--- config.mk ---
export PLATFORM = sky130hd
export DESIGN_NAME = framebuffer_fetch_multi
export DESIGN_NICKNAME = d
export VERILOG_FILES = /design/src/rtl/framebuffer_fetch_multi.sv
export SDC_FILE = /design/constraint.sdc
export NUM_CORES = 1
export LEC_CHECK = 0
export ABC_CLOCK_PERIOD_IN_PS = 4200
export CAP_MARGIN = 20
export CORE_ASPECT_RATIO = 0.8
export CORE_MARGIN = 2
export CORE_UTILIZATION = 45
export DETAILED_ROUTE_END_ITERATION = 10
export GPL_ROUTABILITY_DRIVEN = 0
export GPL_TIMING_DRIVEN = 0
export MAX_ROUTING_LAYER = met4
export PLACE_DENSITY = 0.89
export SLEW_MARGIN = 25
export SYNTH_ARGS = -nofsm -noshare
export SYNTH_HDL_FRONTEND = slang
export SYNTH_SLANG_ARGS = --single-unit
--- constraint.sdc ---
create_clock -name clk_in -period 4.2 [get_ports clk_in]
set_input_delay 0.42 -clock clk_in [delete_from_list [all_inputs] [get_ports clk_in]]
set_output_delay 0.42 -clock clk_in [all_outputs]
set_load 0.02 [all_outputs]
--- src/rtl/framebuffer_fetch_multi.sv ---
// framebuffer_fetch_multi
// Pixel fetch engine between the dual-port framebuffer RAM and the panel
// shift-out logic. Each accepted pixel_load_start latches a column/row pair
// and issues one RAM read per scan group (half). Returned words are gathered
// into a packed per-half pixel vector, with half k at
// [k*PIXEL_BITS +: PIXEL_BITS].
//
// Optional build macro FETCH_SHADOW_EN: captures land in shadow registers,
// and pixel_data is loaded from the shadow vector on pixel_commit. Without
// the macro, captures write pixel_data directly and pixel_commit is unused.
//
// Handshake: pixel_load_start is level-sampled at every rising edge. It is
// accepted only in IDLE. A start sampled while busy is dropped, and
// start_overrun is raised for the following cycle. pixel_valid is a
// one-cycle pulse after the final capture. busy covers the whole fetch.
module framebuffer_fetch_multi #(
    parameter int COL_BITS    = 6,
    parameter int ROW_BITS    = 4,
    parameter int HALF_BITS   = 1,
    parameter int PIXEL_BITS  = 16,
    parameter int RAM_LATENCY = 1
) (
    input  logic                                              clk_in,
    input  logic                                              reset,
    input  logic [COL_BITS-1:0]                               column_address,
    input  logic [ROW_BITS-1:0]                               row_address,
    input  logic                                              pixel_load_start,
    input  logic                                              pixel_commit,
    input  logic [PIXEL_BITS-1:0]                             ram_data_in,
    output logic [HALF_BITS+ROW_BITS+COL_BITS-1:0]            ram_address,
    output logic                                              ram_clk_enable,
    output logic                                              ram_reset,
    output logic [(2**HALF_BITS)*PIXEL_BITS-1:0]              pixel_data,
    output logic                                              pixel_valid,
    output logic                                              busy,
    output logic                                              start_overrun
);

    localparam int HALVES   = 2 ** HALF_BITS;
    localparam int TOTAL    = HALVES + RAM_LATENCY;
    // The tick counter has to reach TOTAL-1 without wrapping.
    localparam int CNT_BITS = $clog2(TOTAL + 1);

    localparam logic [CNT_BITS-1:0]  LAST_TICK = CNT_BITS'(TOTAL - 1);
    localparam logic [CNT_BITS-1:0]  LAT_TICKS = CNT_BITS'(RAM_LATENCY);
    localparam logic [HALF_BITS-1:0] LAST_HALF = HALF_BITS'(HALVES - 1);

    typedef enum logic [1:0] {
        IDLE  = 2'd0,
        ISSUE = 2'd1,
        DRAIN = 2'd2
    } state_t;

    state_t                state;
    logic [HALF_BITS-1:0]  half_cnt;   // issue counter: half on the address bus
    logic [CNT_BITS-1:0]   tick;       // edges since the accepting edge
    logic [ROW_BITS-1:0]   row_q;
    logic [COL_BITS-1:0]   col_q;

    // The capture counter is derived from tick and is independent of
    // half_cnt. The word for half k arrives RAM_LATENCY edges after its
    // address, so it is captured once tick has passed that offset.
    logic                  capture_en;
    logic [CNT_BITS-1:0]   cap_idx;

    // The column is mirrored for the panel. Coordinates come from the
    // latched copies, so input changes during a fetch do not affect it.
    assign ram_address    = {half_cnt, row_q, ~col_q};
    assign ram_clk_enable = busy;
    assign ram_reset      = reset;

    // Capture is active only in a busy state, once the latency window is open.
    always_comb begin
        capture_en = 1'b0;
        cap_idx    = tick - LAT_TICKS;
        if ((state != IDLE) && (tick >= LAT_TICKS)) begin
            capture_en = 1'b1;
        end
    end

    // Fetch sequencer: accept, issue halves, drain the RAM pipeline, signal.
    always_ff @(posedge clk_in or posedge reset) begin
        if (reset) begin
            state         <= IDLE;
            half_cnt      <= '0;
            tick          <= '0;
            row_q         <= '0;
            col_q         <= '0;
            busy          <= 1'b0;
            pixel_valid   <= 1'b0;
            start_overrun <= 1'b0;
        end else begin
            pixel_valid   <= 1'b0;
            start_overrun <= 1'b0;
            case (state)
                IDLE: begin
                    if (pixel_load_start) begin
                        row_q    <= row_address;
                        col_q    <= column_address;
                        half_cnt <= '0;
                        tick     <= '0;
                        busy     <= 1'b1;
                        state    <= ISSUE;
                    end
                end
                ISSUE: begin
                    start_overrun <= pixel_load_start;
                    tick          <= tick + CNT_BITS'(1);
                    // Each half stays on the bus for exactly one cycle.
                    if (half_cnt == LAST_HALF) begin
                        state <= DRAIN;
                    end else begin
                        half_cnt <= half_cnt + HALF_BITS'(1);
                    end
                end
                DRAIN: begin
                    start_overrun <= pixel_load_start;
                    // The last capture happens on this edge, so the fetch
                    // ends here and a start at this edge is still dropped.
                    if (tick == LAST_TICK) begin
                        tick        <= '0;
                        busy        <= 1'b0;
                        pixel_valid <= 1'b1;
                        state       <= IDLE;
                    end else begin
                        tick <= tick + CNT_BITS'(1);
                    end
                end
                default: begin
                    busy  <= 1'b0;
                    state <= IDLE;
                end
            endcase
        end
    end

`ifdef FETCH_SHADOW_EN
    logic [HALVES*PIXEL_BITS-1:0] shadow;

    // Captures fill the shadow vector. A commit copies the pre-capture shadow
    // value, so a commit on a capture edge publishes the older contents.
    always_ff @(posedge clk_in or posedge reset) begin
        if (reset) begin
            shadow     <= '0;
            pixel_data <= '0;
        end else begin
            if (pixel_commit) begin
                pixel_data <= shadow;
            end
            for (int k = 0; k < HALVES; k++) begin
                if (capture_en && (cap_idx == CNT_BITS'(k))) begin
                    shadow[k*PIXEL_BITS +: PIXEL_BITS] <= ram_data_in;
                end
            end
        end
    end
`else
    // Without shadowing, the commit strobe has no function.
    logic unused_commit;
    assign unused_commit = pixel_commit;

    // Captures write the pixel_data slot for the returning half directly.
    always_ff @(posedge clk_in or posedge reset) begin
        if (reset) begin
            pixel_data <= '0;
        end else begin
            for (int k = 0; k < HALVES; k++) begin
                if (capture_en && (cap_idx == CNT_BITS'(k))) begin
                    pixel_data[k*PIXEL_BITS +: PIXEL_BITS] <= ram_data_in;
                end
            end
        end
    end
`endif

endmodule

==> flow_metrics.tcl <==
set metrics [dict create \
    cp-start-kind "input port" \
    netlist_area_sq_um 2270 \
    fmax_mhz 493 \
    hold_path_class "in2async" \
    crit_family "buffers and inverters" \
    synth-seq-cells 50 \
    path_clk_slew_ns 0.09 \
    period_share_pct 48.3 \
    switching_share_pct 35.6 \
    cap_viol_max_count 0 \
    ys_seq_area_share_pct 55.1 \
    synth_flop_cell "dfrtp_1" \
    ctsHtreeMaxLevel 2 \
    grt_pass1_wl_microns 7300 \
    vias_per_cell 4.92 \
    layout_common_cells "clkdlybuf4s50_1 (76), dfrtp_1 (50), mux2_2 (23)" \
    peakVddDrop_uv 378 \
    core_sq_um 4950 \
    power.internal_uw 1570 \
    drt_iter0_markers 44 \
    avgSynthCellArea_sq_um 15.0 \
    antenna_cells 0 \
    comb_power_share_pct 53.3 \
    num_vias 1467 \
    seqPwrFrac_pct 34.0 \
    post_synth_num_cell_types 29 \
    crit_top_cell "clkdlybuf4s50_1" \
    postRouteWirelength_microns 4490 \
    critical_path.max_stage_delay_ns 0.59 \
    worst_hold_slack_ns 0.465 \
    cts_tree "done" \
    first_pass_iters 4 \
    cp.required_ns 3.78 \
    syn_to_final_growth_pct 42.4 \
    drc 0 \
    dr_wl_met2_microns 2120 \
    overflow 0 \
    async_reset_ff_share_pct 100 \
    clock_path_buffers 2 \
    critPathKind "in2out" \
    drive_above_1_share_pct 27.1 \
    cts_made_buffers 5 \
    grt_max_degree 31 \
    yosys_warnings 0 \
    slew_headroom_pct 67.9 \
    worst_pin_slew_ns 0.481 \
    die-area_sq_um 5630 \
    grt_pass1_vias 1504 \
    min_period_ns 2.03 \
    post_cts_buffers 0 \
    dpl.hpwl_microns 3380 \
    hold_viol 0 \
    dr.max_layer_used "met4" \
    syn_nets 191 \
    crit_buf_inv 3 \
    antenna_found_initial 0 \
    cp_max_fo 2 \
    met1_length_microns 2000 \
    cp_slowest_cell "clkdlybuf4s50_1" \
    p_leak_uw 0.00145 \
    port_buffers 76 \
    netlist_instances 151 \
    cts_root_buf "clkbuf_8" \
    endpoint_kind "output pin" \
    setup_tns_ns 0 \
    rsz0062_at_grt "false" \
    fill_cells 364 \
    worstPathCellList "clkdlybuf4s50_1 > buf_4 > clkdlybuf4s50_1" \
    clock_latency_ns 0.30 \
    drv_slew 0 \
    finalSetupViolCount 0 \
    status "complete, no violations" \
    synth_edf_count 0 \
    power.density_nw_per_um2 753 \
    final_common_cell "clkdlybuf4s50_1" \
    antenna_left 0 \
    die_w_microns 83.4 \
    finalClockSkew_ns 0.00499 \
    grt_util_all_layers_pct 17.1 \
    wl_per_cell_microns 15.1 \
    p_clk_share_pct 12.7 \
    initial_core_util_pct 45.9 \
    cts_sinks 50 \
    die_h_microns 67.5 \
    placementRows 23 \
    wl_met3_microns 351 \
    p_switching_uw 868 \
    cts.repair.resized 0 \
    top_level_ports 78 \
    arrival_ns 1.61 \
    final_nets 275 \
    postCtsHoldBufs 0 \
]
[synth_stat cells, types with 2 or more instances]
library cell | n | area [sq um]
mux2_2 | 23 | 259
nor3_1 | 2 | 10.0
dfrtp_1 | 50 | 1250
inv_1 | 11 | 41.3
buf_12 | 2 | 40.0
a21oi_1 | 3 | 15.0
buf_4 | 3 | 22.5
and2_1 | 2 | 12.5
nor3b_4 | 2 | 37.5
mux2_4 | 20 | 300
nor2_1 | 4 | 15.0
ha_1 | 10 | 125
nor2b_1 | 3 | 18.8
[metrics by stage]
stage | util [%] | instance area, sq um | cells | setup WS [ns] | power (uW)
2_1_floorplan | - | 2270 | 151 | 2.44 | 1590
3_3_place_gp | 62.8 | 3110 | 289 | 1.61 | 2100
3_5_place_dp | 63.2 | 3130 | 290 | 2.16 | 2150
4_1_cts | 65.3 | 3230 | 298 | 2.16 | 2460
5_1_grt | 65.3 | 3230 | 298 | 2.07 | 2580
6_report | 65.3 | 3230 | 298 | 2.17 | 2440
[kinds of logic after synthesis]
group / after synthesis / share of synthesized area [%]
adder cells (fa/ha/maj): 10 / 5.51
AND/OR/NAND/NOR: 18 / 5.73
AO/OA/AOI/OAI: 11 / 3.58
flip-flops: 50 / 55.1
multiplexers: 43 / 24.6
buffers and inverters: 19 / 5.45
[area by class of cell]
type | instances | area, sq um | area share (%)
Inverter | 11 | 41.3 | 1.28
Sequential cell | 50 | 1250 | 38.7
Timing Repair Buffer | 77 | 781 | 24.1
Clock buffer | 7 | 96.3 | 2.98
Clock inverter | 1 | 8.76 | 0.271
Tap cell | 62 | 77.6 | 2.40
Buffer | 8 | 82.6 | 2.55
Multi-Input combinational cell | 82 | 896 | 27.7
[state kept, by name, summed over array words and instances (netlist names)]
| register | cells |
|---|---|
| start_overrun | 1 |
| row_q | 4 |
| pixel_valid | 1 |
| half_cnt | 1 |
| tick | 2 |
| busy | 1 |
| col_q | 6 |
| state | 2 |
| pixel_data | 32 |
[worst paths after layout]
| check | start | cells past startpoint | to | slack (ns) |
|---|---|---|---|---|
| min in group clk_in | row_q[3] | 1 | row_q[3] | 0.51 |
| max in group asynchronous | reset | 3 | pixel_data[6] | 3.22 |
| worst max register to register | tick[0] | 5 | pixel_data[1] | 2.17 |
| worst min register to register | row_q[3] | 1 | row_q[3] | 0.51 |
| worst max-delay path | reset | 3 | ram_reset | 2.17 |
| worst min-delay path | reset | 2 | row_q[3] | 0.46 |
[worst register-to-register path, cell delays in order, from the launching register on]
cell and delay, ns:
dfrtp_1 0.51, inv_1 0.15, ha_1 0.28, nor3b_4 0.45, buf_12 0.22, mux2_4 0.31
[layer usage]
metal / vias up / global-route usage, %
met3: 3 / 6.97
li1: 684 / -
met4: 0 / 2.42
met2: 58 / 27.1
met5: - / -
met1: 722 / 21.5
[power by group through the flow]
stage | Sequential, uW | Combinational, uW | Clock, uW
2_1_floorplan | 1030 | 560 | 0
3_3_place_gp | 823 | 1270 | 0
3_5_place_dp | 839 | 1310 | 0
4_1_cts | 830 | 1310 | 317
5_1_grt | 857 | 1390 | 337
6_report | 828 | 1300 | 310
(Power assumes the default switching activity.)
